File: config.mk
export PLATFORM = sky130hd
export DESIGN_NAME = serial_adder
export DESIGN_NICKNAME = d
export VERILOG_FILES = /design/src/rtl/serial_adder.sv
export SDC_FILE = /design/constraint.sdc
export NUM_CORES = 1
export LEC_CHECK = 0
export CAP_MARGIN = 20
export CELL_PAD_IN_SITES_DETAIL_PLACEMENT = 2
export CELL_PAD_IN_SITES_GLOBAL_PLACEMENT = 2
export CORE_AREA = 3 3 56 110
export CTS_BUF_LIST = sky130_fd_sc_hd__clkbuf_8
export CTS_CLUSTER_DIAMETER = 100
export DETAILED_ROUTE_END_ITERATION = 8
export DIE_AREA = 0 0 59 113
export PLACE_DENSITY = 0.82
export SLEW_MARGIN = 30
export SYNTH_ARGS = -nofsm -noshare
export SYNTH_HDL_FRONTEND = slang
export SYNTH_SLANG_ARGS = --single-unit
File: constraint.sdc
create_clock -name clk -period 1.6 [get_ports clk]
set_input_delay 0.32 -clock clk [delete_from_list [all_inputs] [get_ports clk]]
set_output_delay 0.32 -clock clk [all_outputs]
set_load 0.03 [all_outputs]
File: src/rtl/serial_adder.sv
// Bit-serial WIDTH-bit adder: one full-adder cell plus a registered carry,
// one bit per clock LSB-first, with sum/cout/ovf published on completion.

module serial_adder_fa (
   input  logic a_i,
   input  logic b_i,
   input  logic c_i,
   output logic s_o,
   output logic c_o
);
   assign s_o = a_i ^ b_i ^ c_i;
   assign c_o = (a_i & b_i) | (a_i & c_i) | (b_i & c_i);
endmodule

module serial_adder #(
   parameter int WIDTH = 8
) (
   input  logic             clk,
   input  logic             rst,
   input  logic             start,
   input  logic [WIDTH-1:0] a,
   input  logic [WIDTH-1:0] b,
   input  logic             cin,
   output logic             ready,
   output logic             done,
   output logic [WIDTH-1:0] sum,
   output logic             cout,
   output logic             ovf
);
   localparam int CW = $clog2(WIDTH) + 1;

   typedef enum logic [1:0] {IDLE, SHIFT, DONE} state_e;

   state_e           state_q, state_d;
   logic [WIDTH-1:0] opa_q, opa_d, opb_q, opb_d;
   logic [WIDTH-1:0] res_q, res_d, sum_q, sum_d;
   logic             carry_q, carry_d, cout_q, cout_d, ovf_q, ovf_d;
   logic [CW-1:0]    cnt_q, cnt_d;
   logic             fa_s, fa_co;
   logic [WIDTH:0]   res_ext;

   serial_adder_fa u_fa (
      .a_i (opa_q[0]),
      .b_i (opb_q[0]),
      .c_i (carry_q),
      .s_o (fa_s),
      .c_o (fa_co)
   );

   // New sum bit enters at the MSB; after WIDTH shifts bit 0 sits at the LSB.
   assign res_ext = {fa_s, res_q};

   always_ff @(posedge clk) begin
      if (rst) begin
         state_q <= IDLE;
         opa_q   <= '0;
         opb_q   <= '0;
         res_q   <= '0;
         sum_q   <= '0;
         carry_q <= 1'b0;
         cout_q  <= 1'b0;
         ovf_q   <= 1'b0;
         cnt_q   <= '0;
      end else begin
         state_q <= state_d;
         opa_q   <= opa_d;
         opb_q   <= opb_d;
         res_q   <= res_d;
         sum_q   <= sum_d;
         carry_q <= carry_d;
         cout_q  <= cout_d;
         ovf_q   <= ovf_d;
         cnt_q   <= cnt_d;
      end
   end

   always_comb begin
      state_d = state_q;
      opa_d   = opa_q;
      opb_d   = opb_q;
      res_d   = res_q;
      sum_d   = sum_q;
      carry_d = carry_q;
      cout_d  = cout_q;
      ovf_d   = ovf_q;
      cnt_d   = cnt_q;
      unique case (state_q)
         IDLE: begin
            if (start) begin
               opa_d   = a;
               opb_d   = b;
               carry_d = cin;
               res_d   = '0;
               cnt_d   = '0;
               state_d = SHIFT;
            end
         end
         SHIFT: begin
            opa_d   = opa_q >> 1;
            opb_d   = opb_q >> 1;
            carry_d = fa_co;
            res_d   = res_ext[WIDTH:1];
            cnt_d   = cnt_q + CW'(1);
            // On the MSB step carry_q is the carry into the MSB.
            if (cnt_q == CW'(WIDTH - 1)) begin
               sum_d   = res_ext[WIDTH:1];
               cout_d  = fa_co;
               ovf_d   = carry_q ^ fa_co;
               state_d = DONE;
            end
         end
         DONE:    state_d = IDLE;
         default: state_d = IDLE;
      endcase
   end

   assign ready = (state_q == IDLE);
   assign done  = (state_q == DONE);
   assign sum   = sum_q;
   assign cout  = cout_q;
   assign ovf   = ovf_q;

endmodule

# Word-level counts from Yosys, hierarchy flattened
# Cells that the tools add are included.
[classes] n_eq_ne=5 mul=0 reduce_logical=5 muxes=13 bitwise_logic=8 magnitude_cmp=0 n_addsub=1 shift=0 n_div=0
[op_table] cell="$pmux 8 s2" count=3
[op_table] cell="$mux 8" count=3
[op_table] cell="$pmux 4 s2" count=1
[op_table] cell="$reduce_and 2->1" count=3
[op_table] cell="$add 4x1->4 const B" count=1
[op_table] cell="$eq 4x3->1 const B" count=1
[op_table] cell="$mux 2" count=2
[op_table] cell="$mux 4" count=1
[op_table] cell="$ne 2x2->1 const B" count=2
[op_table] cell="$pmux 2 s2" count=1
[op_table] cell="$and 1x1->1" count=3
[op_table] cell="$xor 1x1->1" count=3
[op_table] cell="$eq 2x1->1 const B" count=1
[op_table] cell="$eq 2x2->1 const B" count=1
[op_table] cell="$logic_not 2->1" count=1
[op_table] cell="$or 1x1->1" count=2
[op_table] cell="$pmux 1 s2" count=1
[op_table] cell="$reduce_bool 2->1" count=1
[op_table] cell="$mux 1" count=1
[word_totals] memories=0 reg_bits=41 rom_bits=0 latch_bits=0 in_bits=20 mem_bits_rw=0 word_cells=41

# Depth between registers and ports, before layout
# Gate-level depths: netlist of run 1.
[depth] word_depth=4 ltp_mapped=5 ltp_nobuf=4

# Hierarchy
# Synthesis of run 1 repeated with hierarchy kept, for this count alone.
[hier_totals] cells_unflattened=189 area_unflattened_um2=1649.1
[by_module_without_submodules] mod="serial_adder" seq_area_each_um2=800.8 cells_per_inst=188 area_per_inst_um2=1629.1 n_inst=1
[by_module_without_submodules] mod="serial_adder_fa" seq_area_each_um2=0.0 cells_per_inst=1 area_per_inst_um2=20.0 n_inst=1

# Worst setup path before layout of run 1
# Ideal clock, no wire load.
[synth_path] path_type="register -> output" startpoint="register state_q[1]" endpoint="output done" stages_incl_launch_ff=4 t_arrival_ns=1.264 setup_slack_ns=0.016 cell_sequence="dfxtp_1 -> clkinv_1 -> clkbuf_1 -> nor2_1"
[synth_between] elab_chain_cells=1
[synth_lines] element="start, declared" line_no="34" rtl="state_e state_q, state_d;"
[synth_lines] element="start signal, assigned" line_no="65" rtl="state_q <= state_d;"
[synth_lines] element="$eq 2x2->1" line_no="118" rtl="assign done = (state_q == DONE);"
[synth_lines] element="end, declared" line_no="25" rtl="output logic done,"
# No other way between the ends.

# Worst setup path in the final report of run 1
[layout_path] startpoint="register cnt_q[0]" endpoint="register ovf_q, in the netlist ovf"
[layout_between] elab_chain_cells=2
[layout_lines] element="start, declared" line_no="38" rtl="logic [CW-1:0] cnt_q, cnt_d;"
[layout_lines] element="start signal, assigned" line_no="73" rtl="cnt_q <= cnt_d;"
[layout_lines] element="$eq 4x3->1" line_no="105" rtl="if (cnt_q == CW'(WIDTH - 1)) begin"
[layout_lines] element="$reduce_and 2->1 (no source line)"
[layout_lines] element="end signal, assigned" line_no="72" rtl="ovf_q <= ovf_d;"
[layout_lines] element="end, declared" line_no="37" rtl="logic carry_q, carry_d, cout_q, cout_d, ovf_q, ovf_d;"
# No other way between the ends.
# A chain may end at the register's enable or synchronous reset.

==> impl_metrics.yaml, run 1 <==
outcome:
  status: "finished clean"
timing:
  rsz0062_at_grt: "no"
  fmax_mhz: 671
  fin_crit_sh: 0.932
  tightest_slew_ps: 392
  fin_tns_setup_ps: 0
  setup_violations: 0
  fin_worst_skew_ps: 5.22
  max_slew_margin: 0.738
  post-route-min-period_ps: 1490
  final-hold-violation-count: 0
  final_max_slew_viol_count: 0
logic_synthesis:
  yosysUniqueCellTypes: 32
  async_flop_share: 0
  syn-num-nets: 209
  synth_edf_count: 0
  ys.warnings.count: 0
  syn_inst: 187
  synth_compound_area_frac: 0.297
  synthMuxAreaShare: 0.00608
  synth_area_um2: 1650
  synth_xor_area_frac: 0.00532
  synth.ff_latch_count: 40
  synthAdderAreaFrac: 0.0198
  yosysSeqAreaShare: 0.486
  synth_top_family_by_area: "compound AO/OA/AOI/OAI gates"
  syn_area_per_cell_um2: 8.81
  synth-simple-area-share: 0.131
  synth-main-ff-cell: "dfxtp_1"
hold_path:
  min_to: "sum[0]$_SDFFE_PP0P_"
  hp-class: "reg -> reg"
  whs_path_depth: 2
  hold_start: "sum[0]$_SDFFE_PP0P_"
setup_path:
  worstRegToRegCells: 4
  crit_fanout: 12
  cp-start-kind: "flip-flop"
  r2r-end: "ovf$_SDFFE_PP0P_"
  crit_arrival_ps: 1690
  crit_required_ps: 1800
  r2r_start: "cnt_q[0]$_SDFFE_PP0P_"
  worstSetupPathType: "reg -> reg"
  r2r_setup_slack_ps: 110
  end_kind: "flip-flop"
route:
  antenna_left: 0
  routedWlPerCell_um: 17.7
  first_iter_violations: 16
  drc: 0
  routed_via_density: 5.47
  wl_um: 4950
  dr.pass1.iters: 4
  vias: 1531
global_routing:
  grt_pass1_vias: 1725
  grt_antenna_before_repair: 0
  gr-usage-all-layers: 0.162
  grt_max_degree: 27
  grt_pass1_wl_um: 8320
  grt_overflow: 0
clock_network:
  clockRootBuffer: "clkbuf_8"
  clk_path_buf_depth: 2
  numCtsBuffers: 5
  clock-sinks: 40
  cts_max_level: 2
  clkLatencyLatePin_ps: 280
  clk_pin_slew_worst_paths_ps: 80
  cts_tree: "yes"
final_layout:
  layout_common_cells: "40 x dfxtp_1, 26 x a21oi_1, 24 x o21ai_0"
  drive_gt1_frac: 0.109
  final_cells: 280
  fin_nets: 242
  n_antenna_cell: 0
  syn2layout_area_growth_pct: 28.2
  final_common_cell: "dfxtp_1"
floorplan:
  start_util: 0.304
  rows: 38
  dieArea_um2: 6670
  die_x_um: 59
  top_level_ports: 32
  die_y_um: 113
  coreArea_um2: 5420
pwr:
  ir_drop_uv: 627
  power_density_nw_per_um2: 960
  power_leakage_nw: 0.811
placement:
  gp_congestion: 0.698
  io_buffers: 31
  hpwl_um: 3570
  place_inst: 272
flow_run:
  cap_viol_max_count: 0
[stage by stage]
step | utilization | power (W) | instance area (um^2) | hold WS [ps] | worst slack, ps
2_1_floorplan | - | 0.00122 | 1650 | 444 | 16.3
3_3_place_gp | 0.372 | 0.00132 | 2020 | 457 | 92.9
5_1_grt | 0.389 | 0.00213 | 2110 | 525 | 11.5
3_5_place_dp | 0.372 | 0.00134 | 2020 | 477 | 36.4
4_1_cts | 0.388 | 0.00206 | 2100 | 487 | 10.1
6_report | 0.389 | 0.00203 | 2110 | 481 | 109
[worst max-delay path by stage]
stage | slack, ps | depth (start not counted) | from | end
6_report | 110 | 4 | cnt_q[0]$_SDFFE_PP0P_ | ovf$_SDFFE_PP0P_
5_1_grt | 10 | 4 | cnt_q[0]$_SDFFE_PP0P_ | sum[2]$_SDFFE_PP0P_
3_5_place_dp | 40 | 5 | start | cnt_q[1]$_SDFFE_PP0P_
4_1_cts | 10 | 4 | state_q[1]$_SDFFE_PP0P_ | done
3_3_place_gp | 90 | 5 | start | res_q[6]$_SDFFE_PP0P_
2_1_floorplan | 20 | 3 | state_q[1]$_SDFFE_PP0P_ | done
[state kept, by name, indices dropped and copies added (netlist names), 2 cells and up]
register,flops
state_q,2
res_q,7
opb_q,8
cnt_q,4
sum,8
opa_q,8
[critical path, stage by stage, from the launching register on]
cell	delay, ps
dfxtp_1	410
ha_2	270
and4b_4	370
a21oi_1	100
a311oi_1	250
[cell families (layout without fill, tap and decap cells)]
logic type	count (synthesis)	after routing
AO/OA/AOI/OAI	80	80
XOR/XNOR	1	1
adder cells (fa/ha/maj)	2	2
buffers and inverters	18	51
flip-flops	40	40
multiplexers	1	1
AND/OR/NAND/NOR	45	45
[metal layers]
| layer | global-route usage | vias to the layer above | routed length (um) |
|---|---|---|---|
| met5 | 0 | - | 0 |
| met2 | 0.315 | 28 | 2940 |
| met3 | 0.0240 | 6 | 128 |
| met1 | 0.158 | 753 | 1790 |
| met4 | 0.0681 | 0 | 93 |
| li1 | - | 744 | - |
[cells in the mapped netlist (2+ instances only)]
| master | count | area [um^2] |
|---|---|---|
| o22ai_1 | 5 | 31.3 |
| o21ai_0 | 24 | 120 |
| nand3_1 | 11 | 55.1 |
| a21oi_1 | 26 | 130 |
| o2bb2ai_1 | 10 | 87.6 |
| nor2_1 | 23 | 86.3 |
| buf_6 | 2 | 22.5 |
| a22oi_1 | 8 | 60.1 |
| dfxtp_1 | 40 | 801 |
| buf_2 | 3 | 15.0 |
| nor3_1 | 2 | 10.0 |
| nand2_1 | 4 | 15.0 |
| a32oi_1 | 2 | 17.5 |
| clkbuf_1 | 9 | 33.8 |
[timing repair]
action	4_1_cts	5_1_grt
gates resized for setup	12	3
hold buffers	0	0
buffers inserted	0	1
pin swaps	0	0
hold endpoints to repair	0	0
setup endpoints to repair	12	12
[layout make-up]
class	instances	area (um^2)
clock buffers	7	96.3
fillers	629	3310
inverters	3	11.3
multi-input cells	129	758
flip-flops and latches	40	801
well taps	60	75.1
repair buffers	41	369
[power breakdown]
part | internal [W] | switching [W] | total [W]
combinational | 0.000114 | 0.000127 | 0.000242
sequential | 0.00104 | 0.0000290 | 0.00107
clock | 0.000384 | 0.000333 | 0.000717
total | 0.00154 | 0.000489 | 0.00203
No activity file was read; power rests on OpenSTA's default activity.
==> run 2, diff against run 1 <==
- CELL_PAD_IN_SITES_DETAIL_PLACEMENT: 2 -> 0
- CELL_PAD_IN_SITES_GLOBAL_PLACEMENT: 2 -> 1
- CORE_AREA: 3 3 56 110 -> 3 3 50 98
- DIE_AREA: 0 0 59 113 -> 0 0 53 101
- PLACE_DENSITY: 0.82 -> 0.83
==> impl_metrics.yaml, run 2 (synthesized netlist as in run 1, its figures left out) <==
floorplan:
  die_y_um: 101
  rows: 34
  top_level_ports: 32
  dieArea_um2: 5350
  coreArea_um2: 4300
  die_x_um: 53
  start_util: 0.383
setup_path:
  cp_top_family: "buffers and inverters"
  cp.depth: 2
  r2r_setup_slack_ps: 160
  crit_fanout: 3
  r2r_start: "state_q[0]$_SDFFE_PP0P_"
  crit_required_ps: 1280
  cp-start-kind: "flip-flop"
  critPathMaxStageDelay_ps: 420
  r2r-end: "ovf$_SDFFE_PP0P_"
  end_kind: "primary output"
  slowest_stage: "dlygate4sd2_1"
  critPathBufInv: 1
  critPathCapture: "ready"
  worstSetupPathType: "reg -> out"
  startpoint: "state_q[0]$_SDFFE_PP0P_"
  path_cells: "nor2_1 > dlygate4sd2_1"
  crit_arrival_ps: 1210
  worstRegToRegCells: 4
clock_network:
  clockRootBuffer: "clkbuf_8"
  clkLatencyLatePin_ps: 290
  cts_tree: "yes"
  clk_path_buf_depth: 2
  postCtsHoldBufs: 0
  numCtsBuffers: 5
  cts_max_level: 2
  cts_setup_buffers: 0
  clock-sinks: 40
  clk_pin_slew_worst_paths_ps: 80
global_routing:
  grt_pass1_vias: 1329
  grt_antenna_before_repair: 0
  grt_overflow: 0
  grt_max_degree: 27
  gr-usage-all-layers: 0.154
  grt_pass1_wl_um: 6130
final_layout:
  filler_cell_count: 445
  fin_nets: 243
  layout_common_cells: "40 x dfxtp_1, 26 x a21oi_1, 24 x o21ai_0"
  syn2layout_area_growth_pct: 29.3
  drive_gt1_frac: 0.113
  n_antenna_cell: 0
  final_common_cell: "dfxtp_1"
timing:
  fin_tns_setup_ps: 0
  whs_ps: 471
  post-route-min-period_ps: 1530
  max_slew_margin: 0.764
  setup_violations: 0
  final-hold-violation-count: 0
  final_max_slew_viol_count: 0
  tightest_slew_ps: 353
  fin_crit_sh: 0.954
  fmax_mhz: 655
  rsz0062_at_grt: "no"
  fin_worst_skew_ps: 2.97
route:
  routedWlPerCell_um: 13.6
  dr.pass1.iters: 4
  vias: 1458
  wl_um: 3750
  routed_via_density: 5.28
  drc: 0
  first_iter_violations: 26
  antenna_left: 0
pwr:
  power_density_nw_per_um2: 995
  finalPower_w: 0.00212
  power_leakage_nw: 0.823
  ir_drop_uv: 886
outcome:
  status: "finished clean"
placement:
  gp_congestion: 0.798
  hpwl_um: 2680
  io_buffers: 31
flow_run:
  cap_viol_max_count: 0
hold_path:
  hp-class: "reg -> reg"
run 2: cell type report:
| class | instances | area, um^2 | area share |
|---|---|---|---|
| clock inverters | 3 | 42.5 | 0.0200 |
| clock buffers | 5 | 68.8 | 0.0323 |
| repair buffers | 42 | 380 | 0.179 |
| multi-input cells | 129 | 758 | 0.356 |
| well taps | 54 | 67.6 | 0.0317 |
| inverters | 3 | 11.3 | 0.00529 |
| flip-flops and latches | 40 | 801 | 0.376 |
run 2: worst min-delay path by stage:
stage	start	endpoint	slack, ps	depth (start not counted)
floorplan	res_q[1]$_SDFFE_PP0P_	sum[0]$_SDFFE_PP0P_	440	2
global placement	res_q[1]$_SDFFE_PP0P_	sum[0]$_SDFFE_PP0P_	460	2
detailed placement	cout$_SDFFE_PP0P_	cout$_SDFFE_PP0P_	470	2
CTS	cout$_SDFFE_PP0P_	cout$_SDFFE_PP0P_	470	2
global route	sum[2]$_SDFFE_PP0P_	sum[2]$_SDFFE_PP0P_	500	2
finish	sum[2]$_SDFFE_PP0P_	sum[2]$_SDFFE_PP0P_	470	2
run 2: what timing repair did:
| action | 4_1_cts | 5_1_grt |
|---|---|---|
| cloned | 0 | 0 |
| resized for setup | 11 | 2 |
| setup endpoints to repair | 11 | 10 |
run 2: routing by layer:
| metal | global-route usage | up-vias | wire length [um] |
|---|---|---|---|
| met2 | 0.264 | 27 | 2080 |
| met5 | 0 | - | 0 |
| li1 | - | 747 | - |
| met4 | 0.0591 | 0 | 51 |
| met1 | 0.175 | 679 | 1490 |
| met3 | 0.0400 | 5 | 138 |
run 2: power breakdown:
group,total [W],internal (W),switching (W)
Clock,0.000819,0.000461,0.000357
Combinational,0.000235,0.000117,0.000117
Sequential,0.00106,0.00104,0.0000256
Total,0.00212,0.00162,0.000500
run 2: metrics by stage:
stage | util | instances | instance area, um^2 | setup WS, ps
2_1_floorplan | - | 187 | 1650 | 16.3
3_3_place_gp | 0.471 | 268 | 2030 | 89.0
3_5_place_dp | 0.471 | 268 | 2030 | 76.1
4_1_cts | 0.494 | 276 | 2120 | 39.5
5_1_grt | 0.496 | 276 | 2130 | 0.376
6_report | 0.496 | 276 | 2130 | 73.6
run 2: worst register-to-register path: stages, from the launching register on:
cell and delay [ps]:
dfxtp_1 370, buf_4 280, and4b_4 380, a21oi_1 90, a311oi_1 230
==> run 3, diff against run 2 <==
- CORE_AREA: 3 3 50 98 -> 2 2 49 97
- DIE_AREA: 0 0 53 101 -> 0 0 51 99
- HOLD_SLACK_MARGIN: not set -> 0.03
==> impl_metrics.yaml, run 3 (synthesized netlist as in run 1, its figures left out) <==
outcome:
  status: "finished clean"
pwr:
  power_leakage_nw: 0.813
  swShare: 0.245
  seqPwrFrac: 0.535
  p_sw_w: 0.000488
  clock_power_share: 0.346
  finalPower_w: 0.00199
  p_int_w: 0.00150
  power_density_nw_per_um2: 944
  ir_drop_uv: 556
  comb_power_share: 0.119
flow_run:
  cap_viol_max_count: 0
setup_path:
  critPathMaxStageDelay_ps: 400
  startpoint: "state_q[1]$_SDFFE_PP0P_"
  crit_fanout: 3
  crit_required_ps: 1280
  slowest_stage: "clkdlybuf4s15_1"
  r2r_start: "cnt_q[0]$_SDFFE_PP0P_"
  worstSetupPathType: "reg -> out"
  crit_arrival_ps: 1210
  cp-start-kind: "flip-flop"
  end_kind: "primary output"
  path_cells: "nor2_1 > clkdlybuf4s15_1"
global_routing:
  grt_pass1_vias: 1409
  grt_overflow: 0
  grt_max_degree: 27
  grt_pass1_wl_um: 6380
  grt_antenna_before_repair: 0
  use_met2: 0.318
  gr-usage-all-layers: 0.166
  grtUsageMet1: 0.164
  use_met3: 0.0364
  busiest_layer: "met2"
final_layout:
  fin_nets: 241
  final_cells: 274
  final_common_cell: "dfxtp_1"
  syn2layout_area_growth_pct: 28.0
  layout_common_cells: "40 x dfxtp_1, 26 x a21oi_1, 24 x o21ai_0"
  n_antenna_cell: 0
  multi_input_area_um2: 756
  regArea_um2: 801
  drive_gt1_frac: 0.100
  filler_cell_count: 432
route:
  wl_um: 3850
  routed_via_density: 5.46
  dr.pass1.iters: 4
  antenna_left: 0
  drc: 0
  first_iter_violations: 27
  routedWlPerCell_um: 14.1
  vias: 1495
clock_network:
  cts_setup_buffers: 0
  clk_pin_slew_worst_paths_ps: 70
  clkLatencyLatePin_ps: 300
  postCtsHoldBufs: 0
  clock-sinks: 40
  cts_tree: "yes"
  cts_max_level: 2
  clockRootBuffer: "clkbuf_8"
  numCtsBuffers: 5
  clk_path_buf_depth: 2
floorplan:
  start_util: 0.383
  coreArea_um2: 4300
  die_x_um: 51
  top_level_ports: 32
  dieArea_um2: 5050
  rows: 34
  die_y_um: 99
timing:
  fin_tns_setup_ps: 0
  tightest_slew_ps: 397
  setup_violations: 0
  rsz0062_at_grt: "no"
  whs_ps: 474
  final-hold-violation-count: 0
  max_slew_margin: 0.735
  final_max_slew_viol_count: 0
  post-route-min-period_ps: 1530
  fin_crit_sh: 0.957
  fin_worst_skew_ps: 7.35
  fmax_mhz: 653
placement:
  hpwl_um: 2670
  place_inst: 266
  io_buffers: 31
  gp_congestion: 0.734
hold_path:
  hold_start: "res_q[1]$_SDFFE_PP0P_"
  hp-class: "reg -> reg"
## run 3: cell count changes in the layout (fill, tap and decap cells not counted), sizes merged
cell | before | now
buf | 12 | 10
bufinv | 1 | 0
clkbuf | 5 | 6
clkdlybuf4s15 | 0 | 1
clkinv | 2 | 3
clkinvlp | 1 | 0
dlygate4sd2 | 11 | 10
## run 3: what timing repair did
| action | in CTS | in global routing |
|---|---|---|
| gates cloned | 0 | 0 |
| resized for setup | 11 | 2 |
| endpoints found under the setup margin | 11 | 2 |
## run 3: routing by layer
layer | routed length (um) | part of all wire | up-vias
met5 | 0 | 0 | -
met4 | 48 | 0.012 | 0
met3 | 114 | 0.030 | 5
met2 | 2160 | 0.56 | 30
met1 | 1530 | 0.40 | 712
li1 | - | - | 748
## run 3: power groups by stage
stage	logic (W)	registers, W	clock network, W
6_report	0.000236	0.00106	0.000688
5_1_grt	0.000264	0.00107	0.000754
4_1_cts	0.000238	0.00106	0.000709
3_5_place_dp	0.000239	0.00109	0
3_3_place_gp	0.000236	0.00109	0
2_1_floorplan	0.000142	0.00108	0
## run 3: area by class of cell
| type | instances | area share |
|---|---|---|
| sequential | 40 | 0.380 |
| tap | 54 | 0.0321 |
| clock inverter | 2 | 0.00475 |
| timing repair buffer | 40 | 0.180 |
| multi-input combinational | 129 | 0.359 |
| clock buffer | 6 | 0.0392 |
| inverter | 3 | 0.00534 |
## run 3: path summary, 6_finish.rpt
kind | end | depth (start not counted) | slack [ps]
worst max-delay path | ready | 2 | 70
worst min-delay path | sum[0]$_SDFFE_PP0P_ | 2 | 470
worst max register to register | ovf$_SDFFE_PP0P_ | 4 | 200
worst min register to register | sum[0]$_SDFFE_PP0P_ | 2 | 470
## run 3: stage by stage
step	instance area [um^2]	utilization	worst slack (ps)
2_1_floorplan	1650	-	16.3
3_3_place_gp	2020	0.471	54.1
3_5_place_dp	2020	0.471	6.28
4_1_cts	2100	0.489	47.8
5_1_grt	2110	0.490	10.5
6_report	2110	0.490	69.3
## run 3: worst max-delay path: cells and delay by family (launching register included)
family | cells | cell delay, ps
buffers and inverters | 1 | 400
and+or+nand+nor | 1 | 200
DFF | 1 | 320
